--- config.mk ---
export PLATFORM = sky130hd
export DESIGN_NAME = adiabatic_pclk_gen
export DESIGN_NICKNAME = d
export VERILOG_FILES = /design/src/rtl/adiabatic_pclk_gen.sv
export SDC_FILE = /design/constraint.sdc
export NUM_CORES = 1
export LEC_CHECK = 0
export CORE_AREA = 2 2 45 47
export DETAILED_ROUTE_END_ITERATION = 16
export DIE_AREA = 0 0 47 49
export GPL_TIMING_DRIVEN = 0
export PLACE_DENSITY = 0.8
export SLEW_MARGIN = 20
export SYNTH_ARGS = -nofsm -noshare
export SYNTH_HDL_FRONTEND = slang
export SYNTH_SLANG_ARGS = --single-unit
--- constraint.sdc ---
create_clock -name clk -period 3.9 [get_ports clk]
set_input_delay 0.585 -clock clk [delete_from_list [all_inputs] [get_ports clk]]
set_output_delay 0.585 -clock clk [all_outputs]
set_load 0.05 [all_outputs]
--- src/rtl/adiabatic_pclk_gen.sv ---
// Multi-phase trapezoidal power-clock sequencer for the adiabatic prefix cells of the MIPS25 ALU.
// Define PCLK_LEVEL_OUT_EN to add the per-phase ramp level output port.
module adiabatic_pclk_gen #(
   parameter int unsigned NPHASE      = 4,
   parameter int unsigned RAMP_CYCLES = 4,
   parameter int unsigned HOLD_CYCLES = 4,
   parameter int unsigned LEVEL_W     = 4
) (
   input  logic              clk,
   input  logic              rst,
   input  logic              start,
   input  logic              stop,
   output logic [NPHASE-1:0] pclkpos,
   output logic [NPHASE-1:0] pclkneg,
   output logic [NPHASE-1:0] eval,
   output logic              busy,
   output logic              done
`ifdef PCLK_LEVEL_OUT_EN
   ,
   output logic [NPHASE*LEVEL_W-1:0] level
`endif
);

   localparam int unsigned T        = 2*RAMP_CYCLES + 2*HOLD_CYCLES;
   localparam int unsigned Q        = T / NPHASE;
   localparam int unsigned CNT_W    = (T > 1) ? $clog2(T) : 1;
   localparam int unsigned HOLD_END = RAMP_CYCLES + HOLD_CYCLES;
   localparam int unsigned RDN_END  = 2*RAMP_CYCLES + HOLD_CYCLES;

   if ((T % NPHASE) != 0) begin : g_bad_period
      $error("adiabatic_pclk_gen: period %0d not divisible by NPHASE %0d", T, NPHASE);
   end
   if (LEVEL_W == 0) begin : g_bad_level
      $error("adiabatic_pclk_gen: LEVEL_W must be at least 1");
   end

   typedef enum logic [1:0] {S_IDLE, S_RUN, S_DRAIN} state_t;

   state_t            state, state_nxt;
   logic [CNT_W-1:0]  cnt, cnt_nxt, cnt_inc;
   logic [NPHASE-1:0] active, active_nxt;

   assign cnt_inc = (cnt == CNT_W'(T-1)) ? '0 : cnt + CNT_W'(1);

   // Phases join or leave only on the edge that starts their ramp-up, so nothing is truncated.
   always_comb begin
      state_nxt  = state;
      cnt_nxt    = cnt;
      active_nxt = active;
      case (state)
         S_IDLE: begin
            cnt_nxt = '0;
            if (start) state_nxt = S_RUN;
         end
         S_RUN: begin
            cnt_nxt = cnt_inc;
            if (stop) state_nxt = S_DRAIN;
         end
         S_DRAIN: cnt_nxt = cnt_inc;
         default: state_nxt = S_IDLE;
      endcase
      for (int unsigned k = 0; k < NPHASE; k++) begin
         if (cnt_nxt == CNT_W'(k*Q)) active_nxt[k] = (state_nxt == S_RUN);
      end
      if ((state == S_DRAIN) && (active_nxt == '0)) begin
         state_nxt = S_IDLE;
         cnt_nxt   = '0;
      end
   end

   always_ff @(posedge clk) begin
      if (rst) begin
         state  <= S_IDLE;
         cnt    <= '0;
         active <= '0;
         done   <= 1'b0;
      end else begin
         state  <= state_nxt;
         cnt    <= cnt_nxt;
         active <= active_nxt;
         done   <= (state == S_DRAIN) && (state_nxt == S_IDLE);
      end
   end

   assign busy    = (state != S_IDLE);
   assign pclkneg = ~pclkpos;

`ifdef PCLK_LEVEL_OUT_EN
   localparam int unsigned MAX = (2**LEVEL_W) - 1;
`endif

   for (genvar k = 0; k < NPHASE; k++) begin : g_phase
      localparam int unsigned OFF = k * Q;
      logic [CNT_W:0]   diff;
      logic [CNT_W-1:0] lc;

      // Local count (cnt - OFF) mod T; the borrow bit selects the wrapped value.
      assign diff = {1'b0, cnt} - (CNT_W+1)'(OFF);
      assign lc   = diff[CNT_W] ? CNT_W'(diff + (CNT_W+1)'(T)) : diff[CNT_W-1:0];

      assign pclkpos[k] = active[k] && (lc < CNT_W'(RDN_END));
      assign eval[k]    = active[k] && (lc >= CNT_W'(RAMP_CYCLES)) && (lc < CNT_W'(HOLD_END));

`ifdef PCLK_LEVEL_OUT_EN
      logic [LEVEL_W-1:0] lvl;
      always_comb begin
         lvl = '0;
         if (!active[k] || (lc >= CNT_W'(RDN_END))) begin
            lvl = '0;
         end else if (lc < CNT_W'(RAMP_CYCLES)) begin
            lvl = LEVEL_W'(((32'(lc) + 32'd1) * MAX) / RAMP_CYCLES);
         end else if (lc < CNT_W'(HOLD_END)) begin
            lvl = LEVEL_W'(MAX);
         end else begin
            lvl = LEVEL_W'(MAX - (((32'(lc) - HOLD_END + 32'd1) * MAX) / RAMP_CYCLES));
         end
      end
      assign level[k*LEVEL_W +: LEVEL_W] = lvl;
`endif
   end

endmodule
### Word level (Yosys, flattened, before mapping)

Index checks and enable logic that the tools add are counted.

* memories: 0
* bits in writable memories: 0
* output and inout bits: 14
* logic and storage cells: 65
* latch bits: 0
* register bits after elaboration: 11
* input bits: 4
* bits in read-only memories: 0

* add/subtract/negate cells: 7
* divide/modulo/power cells: 0
* $mul: 0
* equal/unequal tests: 7
* bitwise logic cells: 1
* mux-type cells: 13
* reduce and logical (&&, ||, !) cells: 21
* shift operators: 0
* $lt $le $gt $ge: 12

Operators with widths (number)
* $lt 4x4->1 const B: 8
* $add 4x1->4 const B: 4
* $ge 4x3->1 const B: 4
* $mux 4: 4
* $logic_and 1x1->1: 14
* $eq 4x4->1 const B: 3
* $sub 4x4->5 const B: 2
* $logic_not 4->1: 2
* $pmux 4 s2: 1
* $mux 2: 3
* $pmux 2 s3: 1
* $sub 4x3->5 const B: 1
* $eq 2x1->1 const B: 2
* $eq 4x3->1 const B: 1
* $logic_not 2->1: 2
* $mux 1: 4
* $not 4->4: 1
* $reduce_or 2->1: 2
* $eq 2x2->1 const B: 1
* $reduce_bool 2->1: 1

### Depth between registers and ports, before layout

Gate-level depths: netlist of run 1.

* word-level depth: 10
* depth in mapped cells: 9
* depth with buffers taken out: 8

### Worst setup path after synthesis of run 1

Ideal clock, no wire load.

* path type: register -> output
* start: register cnt[2]
* end: output eval[3]
* path slack: 1.293 ns
* arrival time: 2.022 ns
* stages on the path, launching flop included: 4
* data required time: 3.315 ns
* buffers on the path: 0
* path through: dfxtp_1 inv_1 ha_1 nor3b_1

* word-level cells in the longest chain between the ends: 6
* elaborated cells between the ends (all ways): 7
* classes of those cells: 2 x add/sub; 2 x order compare; 1 x mux; 2 x reduce/logical

RTL lines
* start: declaration: RTL line 40 `logic [CNT_W-1:0] cnt, cnt_nxt, cnt_inc;`
* start signal: assignment: RTL line 79 `cnt <= cnt_nxt;`
* $sub 4x4->5 *: RTL line 98 `assign diff = {1'b0, cnt} - (CNT_W+1)'(OFF);`
* $add 4x1->4: RTL line 99 `assign lc = diff[CNT_W] ? CNT_W'(diff + (CNT_W+1)'(T)) : diff[CNT_W-1:0];`
* $mux 4 *: RTL line 99
* $ge 4x3->1: RTL line 102 `assign eval[k] = active[k] && (lc >= CNT_W'(RAMP_CYCLES)) && (lc < CNT_W'(HOLD_END));`
* $logic_and 1x1->1: RTL line 102
* $logic_and 1x1->1 *: RTL line 102
* end: declaration: RTL line 15 `output logic [NPHASE-1:0] eval,`

Every way passes the cells marked *; elsewhere a longest branch is shown, timed or not.

### Worst setup path after layout of run 1

Ends and elaborated chain as after synthesis.

==> results of run 1 <==
## through the flow
step | utilization | setup slack, ns | instances | hold slack, ns
3_3_place_gp | 0.616 | 1.32 | 153 | 0.567
6_report | 0.630 | 1.01 | 157 | 0.588
5_1_grt | 0.630 | 0.879 | 157 | 0.636
2_1_floorplan | - | 1.29 | 110 | 0.517
4_1_cts | 0.630 | 0.994 | 157 | 0.586
3_5_place_dp | 0.616 | 1.29 | 153 | 0.573
## where the power goes
group | total, uW | leakage [uW] | switching, uW | internal, uW
clock network | 76.4 | 0.0000150 | 36.9 | 39.5
registers | 156 | 0.0000893 | 24.3 | 132
logic | 356 | 0.000391 | 205 | 150
total | 588 | 0.000495 | 267 | 322
## kinds of logic (layout without fill, tap and decap cells)
family                   Yosys count  in the layout  synth area share
AND/OR/NAND/NOR                   42             42             0.251
AO/OA/AOI/OAI                     25             25             0.229
buffers and inverters             16             36            0.0731
adder cells (fa/ha/maj)           11             11             0.146
flip-flops                        11             11             0.234
multiplexers                       5              5            0.0665
## layout make-up
class,instances,area (um2)
buffer,4,23.8
multi-input combinational,83,652
tap,27,33.8
sequential,11,220
fill,198,681
timing repair buffer,16,160
clock buffer,4,26.3
inverter,12,45.0
## worst reg2reg max path, stage by stage (launching register included)
cell       delay (ns)
dfxtp_1          0.39
inv_1            0.10
ha_1             0.33
a21bo_2          0.27
a311oi_1         0.26
and3b_4          0.27
mux2i_4          0.18
a22oi_4          0.10
a2111oi_2        0.35
## state kept, by name, summed over array words and instances, names as in the netlist
name and flops:
done 1, active 4, state 2, cnt 4
## routing by layer
layer / GRT usage / vias up / share of wire
li1: - / 424 / -
met1: 0.222 / 403 / 0.42
met2: 0.361 / 25 / 0.54
met3: 0.0333 / 2 / 0.033
met4: 0.0417 / 0 / 0.0036
met5: 0 / - / 0
## placed cells by master, fill, tap and decap left out, drive strengths merged
master         netlist  layout
mux2i                5       5
a311oi               2       2
nor3b                2       2
clkdlybuf4s50        0      16
or2                  1       1
nand4b               1       1
and3b                2       2
nor2                 9       9
o211ai               1       1
o21ai                3       3
nand2b               8       8
a221oi               1       1
o31ai                1       1
buf                  3       3
a21bo                2       2
o21a                 1       1
or3                  1       1
nor3                 3       3
nand3                1       1
nand4bb              1       1
and2                 1       1
or4                  1       1
o311a                1       1
a31o                 1       1
a21oi                4       4
inv                 12      12
o211a                1       1
dfxtp               11      11
nand2                8       8
ha                  11      11
a2111oi              2       2
nor2b                2       2
a22oi                1       1
nand3b               1       1
o21ba                1       1
a211oi               3       3
clkbuf               1       5
## final timing paths
path	cells after the start	startpoint	to	slack, ns
worst max register to register	8	state[1]$_SDFF_PP0_	state[1]$_SDFF_PP0_	1.55
worst min register to register	2	active[1]$_SDFF_PP0_	active[1]$_SDFF_PP0_	0.59
worst max-delay path	4	cnt[2]$_SDFF_PP0_	eval[3]	1.01
worst min-delay path	2	active[1]$_SDFF_PP0_	active[1]$_SDFF_PP0_	0.59
==> tab_implementation.tex, run 1 <==
\begin{tabular}{lr}
\hline
Metric & Value \\
\hline
\multicolumn{2}{l}{\textbf{Drt}} \\
Via-per-instance ratio & 5.44 \\
Starting DRT DRC Count & 20 \\
Residual DRC & 0 \\
Number of detailed-routing iterations run before antenna repair & 4 \\
Antenna viol nets, final & 0 \\
Total wire length & 1930 um \\
Via Count & 854 \\
Avg WL per Cell & 12.3 um \\
\multicolumn{2}{l}{\textbf{Critical path}} \\
Worst Setup End Kind & output port \\
WP buf/inv & 2 \\
Data arrival time at the worst-slack endpoint & 2.30 ns \\
Critical-path cell with the highest stage delay & clkdlybuf4s50\_1 \\
Kind of cell with the highest combined delay on the critical path & buffers and inverters \\
Highest cell delay on the worst timing path & just over 0.8 ns \\
Required @ worst endpoint & 3.31 ns \\
Category of the worst setup path launch point & flip-flop \\
Maximum fanout encountered on the critical timing path & 10 \\
Type of the worst setup path & flip-flop to output port \\
Crit-path cells & inv\_1 > ha\_1 > nor3b\_1 > clkdlybuf4s50\_1 \\
\multicolumn{2}{l}{\textbf{Yosys}} \\
Ys flop type & dfxtp\_1 \\
Cell types with the largest area share after synthesis & dfxtp\_1, ha\_1, nand2b\_1 \\
Top-area cell type share of the netlist area & 0.234 \\
Most common cell in the netlist & inv\_1 \\
Post-synthesis cell type with the largest combined area & dfxtp\_1 \\
Area of the mapped netlist & 941 um2 \\
Sequential fraction of the synthesis area & 0.234 \\
Mean cell area of the mapped netlist & about 8.6 um2 \\
Synthesis Warnings & 0 \\
Synth top cells by count & inv\_1, dfxtp\_1, ha\_1 \\
Number of synthesized register bits & 11 \\
Asr flop ratio synth & 0 \\
Net count of the mapped netlist & 125 \\
Cells after synthesis & 110 \\
Number of enable-type register cells in the synthesized netlist & 0 \\
Number of distinct standard cells referenced by the synthesized netlist & 42 \\
\multicolumn{2}{l}{\textbf{Power}} \\
Peak supply drop & 395 uV \\
Pwr Density & slightly above 500 mW/mm2 \\
Static leakage power & slightly below 0.0005 uW \\
Total power after layout & around 590 uW \\
\multicolumn{2}{l}{\textbf{STA}} \\
Final Critical Period & between 2 and 3 ns \\
Ratio of final minimum period to clock period & 0.740 \\
Setup repair after global routing missed its margin & no \\
Sum of negative setup slack & 0 ns \\
Total count of max-transition violations in the final report & 0 \\
Final setup fails & 0 \\
Slew Limit Headroom & 0.659 \\
Transition time at the pin with the least slew margin & 0.510 ns \\
Worst clock skew & 0.00791 ns \\
F\_max & about 350 MHz \\
Final count of hold timing violations & 0 \\
\multicolumn{2}{l}{\textbf{CTS}} \\
CTS buffer count & 3 \\
Hold bufs inserted after CTS & 0 \\
Number of resized instances in the post-cts repair step & 0 \\
Library cell used as clock root buffer & clkbuf\_4 \\
Clock tree from TritonCTS & done \\
Clock-pin slew reported for the worst setup and hold paths after clock tree synthesis & 0.06 ns \\
Depth of the CTS H-tree & 1 \\
Clock Path Buffers & 2 \\
Clk Latency, worst-skew pair & about 0.26 ns \\
Clock Sink Count & 11 \\
Post-CTS repair timing setup buffer count & 0 \\
\multicolumn{2}{l}{\textbf{Floorplan}} \\
Die Y-Extent & between 40 and 50 um \\
Chip Width & approximately 47 um \\
Core Area & between 0.0015 and 0.002 mm2 \\
Starting Density & 0.511 \\
Boundary Pins & 18 \\
Die area & 0.00230 mm2 \\
Placement Rows & 16 \\
\multicolumn{2}{l}{\textbf{Final layout}} \\
N\_diodes & 0 \\
Area growth syn-to-layout & 23.4\% \\
Layout cells sized above 1 & 0.108 \\
Final net count & about 150 \\
Final instance area & roughly 0.0012 mm2 \\
\multicolumn{2}{l}{\textbf{Global routing}} \\
GR Util All Layers & 0.196 \\
First-pass GRT wire length & 3330 um \\
Total global routing overflow & 0 \\
Number of global-route vias before repair & approximately 800 \\
Maximum number of pins on one net before global-route repair & 11 \\
Number of antenna violations at the first check in global routing & 0 \\
\multicolumn{2}{l}{\textbf{Placement}} \\
Area after DPL & 0.00113 mm2 \\
Detailed placement HPWL & around 1600 um \\
Count of buffers inserted at the top-level ports & 16 \\
Placer's final routability congestion estimate & 0.735 \\
\multicolumn{2}{l}{\textbf{Worst hold path}} \\
Classification of the worst-slack hold path & flip-flop to flip-flop \\
\multicolumn{2}{l}{\textbf{Run}} \\
\# Max-Cap Violations & 0 \\
\multicolumn{2}{l}{\textbf{Run status}} \\
Outcome & finished clean \\
\hline
\end{tabular}
Power figures use the tool's default switching activity.
==> run 2: changes to the inputs <==
Settings changed: CORE_AREA 2 2 45 47 to 2 2 46 48, DIE_AREA 0 0 47 49 to 0 0 48 50, PLACE_DENSITY 0.8 to 0.77.
Clock period 3.9 ns to 3 ns, I/O delays scaled along.
==> run 2 against run 1 <==
  * First-iteration DRC count decreased by 55%
  * Total power increased by 33%
  * Register-to-register slack got worse by 0.91 ns
  * Core utilization decreased by 2.0 points
  * Critical endpoint unchanged
  * Cell area unchanged
  * Critical path type unchanged
  * Highest routed layer unchanged
==> tab_implementation.tex, run 2 (synthesized netlist as in run 1, its figures left out) <==
\begin{tabular}{lr}
\hline
Metric & Value \\
\hline
\multicolumn{2}{l}{\textbf{Critical path}} \\
Data arrival time at the worst-slack endpoint & 2.32 ns \\
Category of the worst setup path launch point & flip-flop \\
Worst Setup End Kind & output port \\
Crit-path cells & inv\_1 > ha\_1 > nor3b\_1 > clkdlybuf4s50\_1 \\
Maximum fanout encountered on the critical timing path & 10 \\
WP buf/inv & 2 \\
Kind of cell with the highest combined delay on the critical path & buffers and inverters \\
Required @ worst endpoint & 2.55 ns \\
Critical-path cell with the highest stage delay & clkdlybuf4s50\_1 \\
Highest cell delay on the worst timing path & 0.83 ns \\
Type of the worst setup path & flip-flop to output port \\
\multicolumn{2}{l}{\textbf{CTS}} \\
CTS buffer count & 3 \\
Clock Path Buffers & 2 \\
Library cell used as clock root buffer & clkbuf\_4 \\
Clk Latency, worst-skew pair & between 0.2 and 0.3 ns \\
Depth of the CTS H-tree & 1 \\
Clock Sink Count & 11 \\
Clock-pin slew reported for the worst setup and hold paths after clock tree synthesis & 0.07 ns \\
Post-CTS repair timing setup buffer count & 0 \\
Clock tree from TritonCTS & done \\
Number of resized instances in the post-cts repair step & 0 \\
Hold bufs inserted after CTS & 0 \\
\multicolumn{2}{l}{\textbf{Global routing}} \\
First-pass GRT wire length & 3470 um \\
GR Util All Layers & 0.201 \\
Number of antenna violations at the first check in global routing & 0 \\
Total global routing overflow & 0 \\
Number of global-route vias before repair & 811 \\
Maximum number of pins on one net before global-route repair & 11 \\
\multicolumn{2}{l}{\textbf{STA}} \\
Final count of hold timing violations & 0 \\
F\_max & 361 MHz \\
Sum of negative setup slack & 0 ns \\
Ratio of final minimum period to clock period & 0.924 \\
Total count of max-transition violations in the final report & 0 \\
Final worst hold slack & about 0.54 ns \\
Setup repair after global routing missed its margin & no \\
Slew Limit Headroom & 0.665 \\
Final Critical Period & 2.77 ns \\
Worst clock skew & 0.00370 ns \\
Transition time at the pin with the least slew margin & roughly 0.50 ns \\
Final setup fails & 0 \\
\multicolumn{2}{l}{\textbf{Run status}} \\
Outcome & finished clean \\
\multicolumn{2}{l}{\textbf{Final layout}} \\
Registers with the most flip-flops & active: 4 flops, cnt: 4 flops, state: 2 flops \\
Most frequent standard cell in the layout excluding fill and tap cells & clkdlybuf4s50\_1 \\
Final net count & $\sim$150 \\
Layout cells sized above 1 & 0.108 \\
Area growth syn-to-layout & 23.4\% \\
N\_diodes & 0 \\
\# fillers & between 150 and 200 \\
Top library cells by usage in the layout, fill and taps aside & clkdlybuf4s50\_1, inv\_1, ha\_1, dfxtp\_1, nor2\_1 \\
\multicolumn{2}{l}{\textbf{Floorplan}} \\
Starting Density & 0.495 \\
Core Area & 0.00190 mm2 \\
Placement Rows & 16 \\
Boundary Pins & 18 \\
Chip Width & 48 um \\
Die Y-Extent & approximately 50 um \\
Die area & 0.00240 mm2 \\
\multicolumn{2}{l}{\textbf{Drt}} \\
Antenna viol nets, final & 0 \\
Starting DRT DRC Count & 9 \\
Metal2 WL & around 900 um \\
Via Count & 840 \\
Number of detailed-routing iterations run before antenna repair & 4 \\
Via-per-instance ratio & 5.35 \\
Total wire length & 2000 um \\
Residual DRC & 0 \\
Avg WL per Cell & 12.7 um \\
Highest metal layer with signal wires & met4 \\
Sum of met3 wire segment lengths after detailed routing & 48 um \\
Met1 WL & between 900 and 1000 um \\
\multicolumn{2}{l}{\textbf{Power}} \\
Pwr Density & 673 mW/mm2 \\
Static leakage power & 0.000495 uW \\
Total power after layout & slightly below 800 uW \\
Peak supply drop & 465 uV \\
\multicolumn{2}{l}{\textbf{Placement}} \\
Placer's final routability congestion estimate & 0.818 \\
Detailed placement HPWL & 1510 um \\
Count of buffers inserted at the top-level ports & 16 \\
\multicolumn{2}{l}{\textbf{Worst hold path}} \\
Classification of the worst-slack hold path & input port to flip-flop \\
\multicolumn{2}{l}{\textbf{Run}} \\
\# Max-Cap Violations & 0 \\
\hline
\end{tabular}
run 2: per-stage QoR:
step | cells | setup slack (ns) | instance area [um2] | utilization
global route | 157 | 0.0908 | 1160 | 0.611
finish | 157 | 0.229 | 1160 | 0.611
CTS | 157 | 0.236 | 1160 | 0.611
detailed placement | 153 | 0.551 | 1130 | 0.597
floorplan | 110 | 0.528 | 941 | -
global placement | 153 | 0.548 | 1130 | 0.597
run 2: worst register-to-register path, stage by stage (launching register included):
cell      delay [ns]
dfxtp_1         0.39
inv_1           0.08
ha_1            0.34
a21bo_2         0.27
o31ai_1         0.08
a31o_2          0.29
or3_1           0.35
a22oi_4         0.28
a221oi_1        0.14
run 2: final timing paths:
path                   startpoint              endpoint  slack (ns)  cells past startpoint
max             cnt[2]$_SDFF_PP0_               eval[3]        0.23                      4
min                           rst  active[2]$_SDFF_PP0_        0.54                      2
max reg2reg   state[0]$_SDFF_PP0_     cnt[3]$_SDFF_PP0_        0.64                      8
min reg2reg  active[2]$_SDFF_PP0_  active[2]$_SDFF_PP0_        0.57                      2
run 2: power by group:
| part | switching, uW | total (uW) | internal, uW |
|---|---|---|---|
| Sequential | 30.7 | 202 | 171 |
| Combinational | 276 | 472 | 196 |
| Clock | 55.2 | 107 | 51.8 |
| Total | 362 | 781 | 419 |
run 2: routing by layer:
metal | global-route usage | up-vias
li1 | - | 425
met1 | 0.271 | 399
met2 | 0.302 | 11
met3 | 0.0330 | 5
met4 | 0.0946 | 0
met5 | 0 | -
run 2: layout make-up:
type                       count  area (um2)  area share
buffer                         4        23.8      0.0205
inverter                      12        45.0      0.0388
sequential                    11         220       0.190
clock buffer                   4        26.3      0.0226
multi-input combinational     83         652       0.561
timing repair buffer          16         160       0.138
tap                           27        33.8      0.0291
==> run 3: changes to the inputs <==
Settings changed: GPL_TIMING_DRIVEN 0 to not set.
==> run 3 against run 2 <==
  * Critical path type unchanged
  * Register-to-register slack got worse by 0.04 ns
  * Cell area decreased by 1.2%
  * Count of clock-buffer cells in the layout unchanged
  * Critical endpoint unchanged
  * Highest routed layer unchanged
  * Wire length shrank 4.7%
  * Cell count fell by 1.9%
  * Non-clock buffer count fell by 3
  * Combinational power down 1%
==> tab_implementation.tex, run 3 (synthesized netlist as in run 1, its figures left out) <==
\begin{tabular}{lr}
\hline
Metric & Value \\
\hline
\multicolumn{2}{l}{\textbf{Run status}} \\
Outcome & finished clean \\
\multicolumn{2}{l}{\textbf{Placement}} \\
Setup WS pre-CTS & 0.579 ns \\
Placer's final routability congestion estimate & 0.826 \\
Detailed placement HPWL & 1490 um \\
Count of buffers inserted at the top-level ports & 17 \\
\multicolumn{2}{l}{\textbf{Power}} \\
Internal portion of total power & 418 uW \\
Clock network fraction of design power & 0.132 \\
Peak supply drop & 437 uV \\
Sequential Power Share & 0.263 \\
Logic pwr share & 0.605 \\
Static leakage power & 0.000485 uW \\
Pwr Density & 672 mW/mm2 \\
Net switching share of the total power & 0.458 \\
Switching pwr & $\sim$350 uW \\
\multicolumn{2}{l}{\textbf{Floorplan}} \\
Die Y-Extent & approximately 50 um \\
Placement Rows & 16 \\
Boundary Pins & 18 \\
Chip Width & about 48 um \\
Core Area & 0.00190 mm2 \\
Starting Density & 0.495 \\
Die area & 0.00240 mm2 \\
\multicolumn{2}{l}{\textbf{Critical path}} \\
Crit-path cells & inv\_1 > ha\_1 > nor3b\_1 > clkdlybuf4s50\_1 \\
Highest cell delay on the worst timing path & approximately 0.83 ns \\
R2R setup slack & 0.60 ns \\
Data arrival time at the worst-slack endpoint & between 2 and 2.5 ns \\
Number of cells traversed by the worst register-to-register path & 7 \\
Required @ worst endpoint & 2.55 ns \\
Startpoint of the lowest-slack register-to-register path & state[0]\$\_SDFF\_PP0\_ \\
Count of cell instances traversed by the critical path & 4 \\
WP buf/inv & 2 \\
Worst Setup End Kind & output port \\
Critical-path cell with the highest stage delay & clkdlybuf4s50\_1 \\
Category of the worst setup path launch point & flip-flop \\
Type of the worst setup path & flip-flop to output port \\
Kind of cell with the highest combined delay on the critical path & buffers and inverters \\
R2R Path End & state[1]\$\_SDFF\_PP0\_ \\
Maximum fanout encountered on the critical timing path & 13 \\
\multicolumn{2}{l}{\textbf{Final layout}} \\
Layout cells sized above 1 & 0.0945 \\
Registers with the most flip-flops & active: 4 flops, cnt: 4 flops, state: 2 flops \\
\# fillers & 179 \\
Area growth syn-to-layout & 21.9\% \\
Most frequent standard cell in the layout excluding fill and tap cells & clkdlybuf4s50\_1 \\
Final net count & 143 \\
N\_diodes & 0 \\
Top library cells by usage in the layout, fill and taps aside & clkdlybuf4s50\_1, inv\_1, ha\_1, dfxtp\_1, nor2\_1 \\
\multicolumn{2}{l}{\textbf{Global routing}} \\
Maximum number of pins on one net before global-route repair & 17 \\
Number of global-route vias before repair & 788 \\
First-pass GRT wire length & 3360 um \\
Total global routing overflow & 0 \\
GR Util All Layers & 0.188 \\
Number of antenna violations at the first check in global routing & 0 \\
\multicolumn{2}{l}{\textbf{Run}} \\
\# Max-Cap Violations & 0 \\
\multicolumn{2}{l}{\textbf{CTS}} \\
Post-CTS repair timing setup buffer count & 0 \\
CTS buffer count & 3 \\
Library cell used as clock root buffer & clkbuf\_4 \\
Clock tree from TritonCTS & done \\
Depth of the CTS H-tree & 1 \\
Number of resized instances in the post-cts repair step & 0 \\
Clock-pin slew reported for the worst setup and hold paths after clock tree synthesis & 0.07 ns \\
Clk Latency, worst-skew pair & 0.26 ns \\
Clock Path Buffers & 2 \\
Clock Sink Count & 11 \\
Hold bufs inserted after CTS & 0 \\
\multicolumn{2}{l}{\textbf{STA}} \\
Final setup slack of the worst path & 0.288 ns \\
Worst clock skew & 0.00440 ns \\
Slew Limit Headroom & 0.663 \\
Setup repair after global routing missed its margin & no \\
Transition time at the pin with the least slew margin & 0.504 ns \\
Sum of negative setup slack & 0 ns \\
Final Critical Period & approximately 2.7 ns \\
Total count of max-transition violations in the final report & 0 \\
F\_max & 369 MHz \\
Ratio of final minimum period to clock period & 0.904 \\
Final count of hold timing violations & 0 \\
Final setup fails & 0 \\
\multicolumn{2}{l}{\textbf{Drt}} \\
Met1 WL & 911 um \\
Metal2 WL & 940 um \\
Via-per-instance ratio & 5.31 \\
Via Count & 818 \\
Sum of met3 wire segment lengths after detailed routing & 35 um \\
Total wire length & 1910 um \\
Avg WL per Cell & between 10 and 15 um \\
Antenna viol nets, final & 0 \\
Number of detailed-routing iterations run before antenna repair & 4 \\
Residual DRC & 0 \\
Starting DRT DRC Count & 10 \\
Highest metal layer with signal wires & met4 \\
\multicolumn{2}{l}{\textbf{Worst hold path}} \\
Classification of the worst-slack hold path & flip-flop to flip-flop \\
Hold Path End & active[2]\$\_SDFF\_PP0\_ \\
Start point of the worst hold path & active[2]\$\_SDFF\_PP0\_ \\
Cell depth of the worst hold path & 2 \\
\hline
\end{tabular}
==> run 3: tightest hold or removal path, stage by stage, from the launching register on <==
cell and delay [ns]:
dfxtp_1 0.35, mux2i_1 0.14, nor2_1 0.05
==> run 3: worst max-delay path by stage <==
| stage | startpoint | end | slack, ns |
|---|---|---|---|
| after floorplan | cnt[2]$_SDFF_PP0_ | eval[3] | 0.53 |
| after detailed placement | cnt[3]$_SDFF_PP0_ | eval[3] | 0.58 |
| after CTS | cnt[3]$_SDFF_PP0_ | eval[3] | 0.28 |
| after global routing | cnt[3]$_SDFF_PP0_ | eval[3] | 0.13 |
| after global placement | cnt[3]$_SDFF_PP0_ | eval[3] | 0.61 |
| final | cnt[3]$_SDFF_PP0_ | eval[3] | 0.29 |
==> run 3: layer usage <==
layer | vias to the layer above | GRT usage
met5 | - | 0
met4 | 0 | 0.0631
met3 | 2 | 0.0256
met2 | 12 | 0.302
met1 | 383 | 0.249
li1 | 421 | -
==> run 3: through the flow <==
stage | hold WS (ns) | total power [uW] | area (um2) | cells | util
3_5_place_dp | 0.564 | 673 | 1120 | 150 | 0.589
3_3_place_gp | 0.563 | 662 | 1120 | 150 | 0.589
4_1_cts | 0.577 | 778 | 1150 | 154 | 0.603
2_1_floorplan | 0.517 | 566 | 941 | 110 | -
5_1_grt | 0.619 | 832 | 1150 | 154 | 0.603
6_report | 0.577 | 771 | 1150 | 154 | 0.603
==> run 3: power groups by stage <==
stage | sequential, uW | combinational [uW] | clock, uW
final | 203 | 467 | 102
after global routing | 207 | 514 | 111
after CTS | 203 | 470 | 105
after detailed placement | 206 | 467 | 0
after global placement | 205 | 457 | 0
after floorplan | 205 | 361 | 0
==> run 3: layout make-up <==
class / instances / area [um2] / share of cell area
clock buffers: 4 / 26.3 / 0.0229
repair buffers: 17 / 170 / 0.148
flip-flops and latches: 11 / 220 / 0.192
inverters: 12 / 45.0 / 0.0393
well taps: 27 / 33.8 / 0.0294
multi-input cells: 83 / 652 / 0.568
